<file path="config.mk">
export PLATFORM = sky130hd
export DESIGN_NAME = branch_resolve_ctrl
export DESIGN_NICKNAME = d
export VERILOG_FILES = /design/src/rtl/branch_resolve_ctrl_pkg.sv /design/src/rtl/branch_resolve_ctrl_br_target_calc.sv /design/src/rtl/branch_resolve_ctrl.sv
export SDC_FILE = /design/constraint.sdc
export NUM_CORES = 1
export LEC_CHECK = 0
export ABC_AREA = 1
export CAP_MARGIN = 5
export CORE_AREA = 2 2 212 172
export DETAILED_ROUTE_END_ITERATION = 10
export DIE_AREA = 0 0 214 174
export DONT_BUFFER_PORTS = 1
export PLACE_DENSITY_LB_ADDON = 0.08
export SLEW_MARGIN = 10
export SYNTH_ARGS = -nofsm -noshare
export SYNTH_HDL_FRONTEND = slang
export SYNTH_SLANG_ARGS = --single-unit
</file>
<file path="constraint.sdc">
create_clock -name clk -period 5 [get_ports clk]
set_clock_uncertainty 0.1 [all_clocks]
set_input_delay 0.5 -clock clk [delete_from_list [all_inputs] [get_ports clk]]
set_output_delay 0.5 -clock clk [all_outputs]
set_load 0.05 [all_outputs]
</file>
<file path="src/rtl/branch_resolve_ctrl_pkg.sv">
// rtl/branch_resolve_ctrl_pkg.sv - compare codes, op kinds and FSM states for branch_resolve_ctrl
package branch_resolve_ctrl_pkg;

    localparam logic [2:0] CMP_EQ  = 3'd0;
    localparam logic [2:0] CMP_NE  = 3'd1;
    localparam logic [2:0] CMP_LT  = 3'd4;
    localparam logic [2:0] CMP_GE  = 3'd5;
    localparam logic [2:0] CMP_LTU = 3'd6;
    localparam logic [2:0] CMP_GEU = 3'd7;

    localparam logic [1:0] BRK_BR   = 2'd0;
    localparam logic [1:0] BRK_JAL  = 2'd1;
    localparam logic [1:0] BRK_JALR = 2'd2;

    typedef enum logic [1:0] {
        BRS_IDLE     = 2'd0,
        BRS_WAIT_OPS = 2'd1,
        BRS_RESOLVE  = 2'd2,
        BRS_REDIRECT = 2'd3
    } brs_state_t;

endpackage

</file>
<file path="src/rtl/branch_resolve_ctrl_br_target_calc.sv">
// rtl/branch_resolve_ctrl_br_target_calc.sv - br_target_calc: target, fall-through pc and misalignment flag
module br_target_calc
    import branch_resolve_ctrl_pkg::*;
#(
    parameter int XLEN = 32
) (
    input  logic [XLEN-1:0] pc,
    input  logic [XLEN-1:0] rs1,
    input  logic [XLEN-1:0] imm,
    input  logic [1:0]      kind,
    output logic [XLEN-1:0] target,
    output logic [XLEN-1:0] pc_plus4,
    output logic            misalign
);

    logic [XLEN-1:0] base_sum;

    // All sums wrap modulo 2^XLEN; JALR drops bit 0 after the add.
    always_comb begin
        base_sum = ((kind == BRK_JALR) ? rs1 : pc) + imm;
        target   = base_sum;
        if (kind == BRK_JALR) begin
            target[0] = 1'b0;
        end
        pc_plus4 = pc + XLEN'(4);
        misalign = |target[1:0];
    end

endmodule

</file>
<file path="src/rtl/branch_resolve_ctrl.sv">
// rtl/branch_resolve_ctrl.sv - EX-stage branch resolution FSM with redirect handshake; optional BR_STATS_EN counters
module branch_resolve_ctrl
    import branch_resolve_ctrl_pkg::*;
#(
    parameter int XLEN  = 32,
    parameter int CNT_W = 32
) (
    input  logic            clk,
    input  logic            rst_n,
    input  logic            in_valid,
    output logic            in_ready,
    input  logic [2:0]      in_cmp,
    input  logic [1:0]      in_kind,
    input  logic [XLEN-1:0] in_pc,
    input  logic [XLEN-1:0] in_imm,
    input  logic            in_pred_taken,
    input  logic [XLEN-1:0] in_pred_tgt,
    input  logic            ops_ready,
    input  logic [XLEN-1:0] rs1_val,
    input  logic [XLEN-1:0] rs2_val,
    input  logic            kill,
    output logic            redir_valid,
    input  logic            redir_ready,
    output logic [XLEN-1:0] redir_pc,
    output logic            flush_pulse,
    output logic            misalign_exc,
    output logic            res_valid,
    output logic            res_taken
`ifdef BR_STATS_EN
    ,
    output logic [CNT_W-1:0] stat_br_cnt,
    output logic [CNT_W-1:0] stat_mis_cnt
`endif
);

    brs_state_t      state;
    logic [2:0]      op_cmp;
    logic [1:0]      op_kind;
    logic [XLEN-1:0] op_pc;
    logic [XLEN-1:0] op_imm;
    logic            op_pred_taken;
    logic [XLEN-1:0] op_pred_tgt;

    logic            res_taken_q;
    logic            res_mis_q;
    logic            res_redir_q;

    logic            cmp_true;
    logic            taken_c;
    logic [XLEN-1:0] tgt_c;
    logic [XLEN-1:0] pc4_c;
    logic            tgt_mis_c;
    logic            misalign_c;
    logic            mispredict_c;
    logic [XLEN-1:0] next_pc_c;

    // Outcome is evaluated from the live forwarded operands in the ops_ready cycle
    // and registered, so RESOLVE drives its pulses straight from flops.
    always_comb begin
        cmp_true = 1'b0;
        case (op_cmp)
            CMP_EQ:  cmp_true = (rs1_val == rs2_val);
            CMP_NE:  cmp_true = (rs1_val != rs2_val);
            CMP_LT:  cmp_true = ($signed(rs1_val) <  $signed(rs2_val));
            CMP_GE:  cmp_true = ($signed(rs1_val) >= $signed(rs2_val));
            CMP_LTU: cmp_true = (rs1_val <  rs2_val);
            CMP_GEU: cmp_true = (rs1_val >= rs2_val);
            default: cmp_true = 1'b0;
        endcase
    end

    br_target_calc #(
        .XLEN(XLEN)
    ) u_target_calc (
        .pc       (op_pc),
        .rs1      (rs1_val),
        .imm      (op_imm),
        .kind     (op_kind),
        .target   (tgt_c),
        .pc_plus4 (pc4_c),
        .misalign (tgt_mis_c)
    );

    always_comb begin
        taken_c      = (op_kind == BRK_BR) ? cmp_true : 1'b1;
        misalign_c   = taken_c & tgt_mis_c;
        mispredict_c = (taken_c != op_pred_taken) | (taken_c & (tgt_c != op_pred_tgt));
        next_pc_c    = taken_c ? tgt_c : pc4_c;
    end

    always_ff @(posedge clk) begin
        if (!rst_n) begin
            state         <= BRS_IDLE;
            op_cmp        <= '0;
            op_kind       <= '0;
            op_pc         <= '0;
            op_imm        <= '0;
            op_pred_taken <= 1'b0;
            op_pred_tgt   <= '0;
            res_taken_q   <= 1'b0;
            res_mis_q     <= 1'b0;
            res_redir_q   <= 1'b0;
            redir_pc      <= '0;
        end else if (kill) begin
            state <= BRS_IDLE;
        end else begin
            case (state)
                BRS_IDLE: begin
                    if (in_valid) begin
                        op_cmp        <= in_cmp;
                        op_kind       <= in_kind;
                        op_pc         <= in_pc;
                        op_imm        <= in_imm;
                        op_pred_taken <= in_pred_taken;
                        op_pred_tgt   <= in_pred_tgt;
                        state         <= BRS_WAIT_OPS;
                    end
                end
                BRS_WAIT_OPS: begin
                    if (ops_ready) begin
                        res_taken_q <= taken_c;
                        res_mis_q   <= misalign_c;
                        // A misaligned target is handed to the exception path, never redirected here.
                        res_redir_q <= mispredict_c & ~misalign_c;
                        redir_pc    <= next_pc_c;
                        state       <= BRS_RESOLVE;
                    end
                end
                BRS_RESOLVE: begin
                    state <= res_redir_q ? BRS_REDIRECT : BRS_IDLE;
                end
                BRS_REDIRECT: begin
                    if (redir_ready) begin
                        state <= BRS_IDLE;
                    end
                end
                default: state <= BRS_IDLE;
            endcase
        end
    end

    // kill suppresses every pulse and the redirect in the same cycle.
    always_comb begin
        in_ready     = (state == BRS_IDLE) & ~kill;
        res_valid    = (state == BRS_RESOLVE) & ~kill;
        res_taken    = res_valid & res_taken_q;
        misalign_exc = res_valid & res_mis_q;
        redir_valid  = (state == BRS_REDIRECT) & ~kill;
        flush_pulse  = redir_valid & redir_ready;
    end

`ifdef BR_STATS_EN
    always_ff @(posedge clk) begin
        if (!rst_n) begin
            stat_br_cnt  <= '0;
            stat_mis_cnt <= '0;
        end else begin
            if (res_valid && (stat_br_cnt != '1)) begin
                stat_br_cnt <= stat_br_cnt + 1'b1;
            end
            if (res_valid && res_redir_q && (stat_mis_cnt != '1)) begin
                stat_mis_cnt <= stat_mis_cnt + 1'b1;
            end
        end
    end
`else
    logic [CNT_W-1:0] stat_unused;
    assign stat_unused = '0;
`endif

endmodule

</file>
### Word-level counts from Yosys, hierarchy flattened

Cells that the tools add are included.

| operators by class | value |
|---|---|
| add/subtract/negate cells | 2 |
| multipliers | 0 |
| div/mod/pow operators | 0 |
| $lt $le $gt $ge | 4 |
| eq/ne operators | 16 |
| shift-type cells | 0 |
| muxes and demuxes | 10 |
| bitwise logic cells | 13 |
| reductions and logical operators | 8 |

Operators by type and width:

| kind | count |
|---|---|
| $ge A32 B32 Y1 | 2 |
| $lt A32 B32 Y1 | 2 |
| $mux W32 | 2 |
| $ne A32 B32 Y1 | 2 |
| $add A32 B3 Y32 const B | 1 |
| $add A32 B32 Y32 | 1 |
| $eq A32 B32 Y1 | 1 |
| $eq A3 B3 Y1 const B | 4 |
| $and A1 B1 Y1 | 9 |
| $reduce_and A3 Y1 | 3 |
| $mux W2 | 4 |
| $pmux W2 S4 | 1 |
| $eq A2 B2 Y1 const B | 3 |
| $ne A2 B2 Y1 const B | 3 |
| $pmux W1 S6 | 1 |
| $logic_not A2 Y1 | 2 |
| $reduce_or A2 Y1 | 2 |
| $eq A3 B1 Y1 const B | 1 |
| $logic_not A3 Y1 | 1 |
| $not A1 Y1 | 3 |
| $eq A2 B1 Y1 const B | 1 |
| $mux W1 | 2 |
| $ne A1 B1 Y1 | 1 |
| $or A1 B1 Y1 | 1 |

| storage, ports and cells | value |
|---|---|
| register bits after elaboration | 139 |
| bits in latches | 0 |
| bits in writable memories | 0 |
| bits in read-only memories | 0 |
| bits of input ports | 172 |
| output and inout port bits | 38 |
| logic and storage cells | 64 |
| memories kept | 0 |

### Depth between registers and ports, before layout

| logic depth | value |
|---|---|
| depth after elaboration | 8 |
| mapped depth | 27 |
| depth with buffers taken out | 25 |

### Hierarchy

A second synthesis with hierarchy kept.

| second synthesis, totals | value |
|---|---|
| cell total of the unflattened synthesis | 1,743 |
| area, all modules | 10,562.6 um2 |

By module, submodules not included:

| module | times used | cells each | area each (um2) | seq. area each (um2) |
|---|---|---|---|---|
| branch_resolve_ctrl | 1 | 998 | 6,972.9 | 2,782.7 |
| br_target_calc | 1 | 745 | 3,589.7 | 0.0 |

### Least setup slack after synthesis

Ideal clock, no wire load.

| path | value |
|---|---|
| path type | register to register |
| start | register op_kind[0] |
| end | register res_redir_q |
| library setup time | 132 ps |
| arrival | 2,961 ps |
| data required time | 4,768 ps |
| path slack | 1,807 ps |
| stages on the path, launching flop included | 27 |
| path buffers | 2 |
| period minus slack after synthesis | 3,193 ps |
| cells stage by stage | dfxtp_1 inv_1 nand2_1 inv_1 clkbuf_1 buf_1 nand2_1 o21ai_0 ha_1 nand2_1 inv_1 a21oi_1 nand2_1 nand2_1 nand2_1 nand2_1 nand2_1 nand2_1 nand2_1 nand2_1 nand2_1 inv_1 nand2_1 nor2_1 nand4_1 nand2_1 a21oi_1 |

| between the ends | value |
|---|---|
| cells in the longest elaborated chain, start to end | 8 |
| elaborated cells on any way between the ends | 14 |
| classes of those cells | add/sub (1); eq/ne (3); mux (3); bitwise (5); reduce/logical (2) |

RTL lines:

| element | line | text |
|---|---|---|
| from (decl) | branch_resolve_ctrl.sv:38 | `logic [1:0] op_kind;` |
| from (signal assigned) | branch_resolve_ctrl.sv:111 | `op_kind <= in_kind;` |
| $eq A2 B2 Y1 | branch_resolve_ctrl_br_target_calc.sv:20, branch_resolve_ctrl_br_target_calc.sv:22 |  |
| $mux W32 | branch_resolve_ctrl_br_target_calc.sv:20 | `base_sum = ((kind == BRK_JALR) ? rs1 : pc) + imm;` |
| $add A32 B32 Y32 | branch_resolve_ctrl_br_target_calc.sv:20 |  |
| $mux W1 | branch_resolve_ctrl_br_target_calc.sv:22 | `if (kind == BRK_JALR) begin` |
| $ne A32 B32 Y1 / $reduce_or A2 Y1 (equally long branches) | branch_resolve_ctrl.sv:87, branch_resolve_ctrl_br_target_calc.sv:26 |  |
| $and A1 B1 Y1 (on tied branches) | branch_resolve_ctrl.sv:87, branch_resolve_ctrl.sv:86 |  |
| $or A1 B1 Y1 / $not A1 Y1 (equally long branches) | branch_resolve_ctrl.sv:87, branch_resolve_ctrl.sv:124 |  |
| $and A1 B1 Y1 * | branch_resolve_ctrl.sv:124 | `res_redir_q <= mispredict_c & ~misalign_c;` |
| to (signal assigned) | branch_resolve_ctrl.sv:124 |  |
| to (decl) | branch_resolve_ctrl.sv:46 | `logic res_redir_q;` |

Every way passes the cells marked *; elsewhere a longest branch is shown, timed or not.
A chain may end at the register's enable or synchronous reset.

### Final worst setup path

Same ends and word-level chain as after synthesis.

==> run metrics <==
hpwl dp 34200 µm; r2r setup slk 0.80 ns; Tot GR Track Use 22.5%; port bufs 0; Worst R2R Path Depth 19; first-pass GRT wire length 63000 µm; min Tclk post-route 4.20 ns; largest area contributor in the netlist dfxtp_1; Hold Path Class input pin to flip-flop; worst slew pin tran 1.10 ns; final design area excluding fillers 11500 µm²; syn_area_per_cell 6.10 µm²; Cell Pwr Density 286 nW/µm²; final hold vios 0; Compound-Gate Fraction of Synth Area 16.0%; final setup fails 0; Initial Util 29.4%; most frequent cells in the layout nand2_1, inv_1, a21oi_1; register area share after synthesis 26.8%; htree depth 4; Rel. slew slack 26.7%; Peak VDD IR 0.181 mV; core box area 35300 µm²; Post-CTS Setup Bufs 0; RSZ-0062 raised after global routing false; Max Root-Sink Buffers 2; area occupied by multi-input gates 6400 µm²; startpoint of the worst setup timing path op_kind[0]; fmax 238 MHz; clock sinks 139; post-synthesis mux area share 0%; hold_buf cts 0; total leakage power 5.38 nW; initial drt markers 735; setup TNS 0 ns; xor/xnor cell area share of the yosys netlist 3.52%; Synth area leaders dfxtp_1, nand2_1, inv_1; I/O pin count 210; Final Wtd Congestion 0.913; number of rows in the core area 62; Yosys cell types 43; post-cts resize count 0; largest family of logic cells by synthesized area simple AND/OR/NAND/NOR gates; Critical Path Sink res_redir_q; CTS root buffer clkbuf_16; DRC Markers 0; worst setup path category flip-flop to flip-flop; Synth Area in Simple Gates 33.4%; Arrival @ worst endpoint 4.40 ns; Worst EP required 5.20 ns; FF-to-FF End res_redir_q; crit share post-route 84.0%; Setup WS post-layout 0.801 ns; vias in the first global route 10200; worst-path fanout max 22; total number of vias 10600; die width 214 µm; largest net degree at the start of global routing 70; vias per cell 4.87; Pre-antenna DRT Iters 5; die area 37200 µm²; fillers 3987; Synth top area share 26.8%; launching element type of the critical path flip-flop; CTS tree built; top sig layer met5; Max Cap Viol 0; Clock Pin Slew Worst Setup and Hold Paths 0.07 ns; total gr overflow 0; status finished, final reports clean; post-DR wirelength/cell 19.4 µm; synthesized cell area 10400 µm²; WL final 42100 µm; hold wc startpoint rst_n; syn nets 1945; die height 174 µm; Worst-Skew Late Latency 0.46 ns; Yosys reg bits 139; Synth Area in Adders 8.38%; initial antenna violation count 5; Place WS 0.848 ns; Final #Nets 1917; Final ANT Viol Nets 0; CTS buffer count 17; Syn Inst Count 1704; Worst Setup End Kind flip-flop; Slew Limit Fails 0; fraction of layout cells with a size suffix above 1 4.32%; Layout area overhead 10.6%; Post-DP Area 10900 µm²; met3 wire len 2410 µm; met2 routed WL 17700 µm; Yosys warning total 0; most common cell after layout, fill and taps aside nand2_1; R2R Path Start op_kind[0]; Reg area 2780 µm²; wl on met1 21600 µm
power by group:
part / internal (mW) / leakage, nW / switching (mW)
registers: 1.17 / 1.14 / 0.0680
clock network: 0.718 / 0.292 / 0.599
logic: 0.224 / 3.96 / 0.508
layout make-up:
class | count | share of cell area (%)
repair buffers | 12 | 1.00
well taps | 480 | 5.23
clock inverters | 14 | 1.29
flip-flops and latches | 139 | 24.2
diodes | 3 | 0.0654
clock buffers | 18 | 3.82
inverters | 266 | 8.69
multi-input cells | 1240 | 55.7
through the flow:
step                      power, mW  utilization (%)  instances  hold WS (ns)
after floorplan                1.76                -       1704         0.334
after global placement         1.99             30.9       2137         0.357
after detailed placement       1.99             30.9       2137         0.359
after CTS                      3.31             32.5       2169        0.0721
after global routing           3.45             32.5       2169        0.0664
final                          3.29             32.5       2172        0.0845
layer usage:
metal	vias to the layer above	global-route usage [%]
met5	-	0
met4	4	4.78
met3	30	4.78
met2	265	33.2
met1	4853	33.4
li1	5416	-
cells by family after synthesis:
group,count (synthesis)
simple gates,815
compound gates,319
fa+ha+maj,69
flops,139
buf+inv,325
xor+xnor,37
sequential cells by signal, indices dropped and copies added (netlist names), 2 cells and up:
register / cells
op_pred_tgt: 32
op_imm: 32
op_kind: 2
op_cmp: 3
redir_pc: 32
state: 2
op_pc: 32
worst max-delay path, cell delays in order, from the launching register on:
cell and delay, ns:
dfxtp_1 0.31, inv_1 0.08, nand2_1 0.07, inv_1 0.54, o21ai_0 0.30, ha_1 0.46
or2_2 0.34, nand3_1 0.09, nand2_1 0.17, nand2_1 0.10, nand2_1 0.21, xnor2_1 0.30
nand2_1 0.10, nand2_1 0.07, nor2_1 0.25, nand3_1 0.15, nor2_1 0.12, nand4_1 0.11
nand2_1 0.11, a21oi_1 0.06
worst min path at each step:
stage                                  to  depth (start not counted)  slack [ns]
after floorplan           op_pred_tgt[21]                          2        0.33
after global placement     op_pred_tgt[3]                          2        0.36
after detailed placement       op_imm[30]                          2        0.36
after CTS                   op_pred_taken                          2        0.07
after global routing       op_pred_tgt[0]                          2        0.07
final                      op_pred_tgt[0]                          2        0.08
cell usage after synthesis (all sizes together):
cell type  count
o211ai         7
nor3b          1
xnor2          2
or2            1
and3b          1
xor2          32
nor2         109
o21bai         3
fa             1
dfxtp        139
nor3          24
inv          266
a21o           2
nor4           6
xnor3          3
a221oi         1
a21oi        174
ha            68
or4            1
nand3        157
buf           10
o21ai        129
o21a           2
clkbuf        49
and2           9
nand3b         4
o31ai          1
nand4         14
nand2        488
Note: power is estimated with default switching activity, not from simulation.
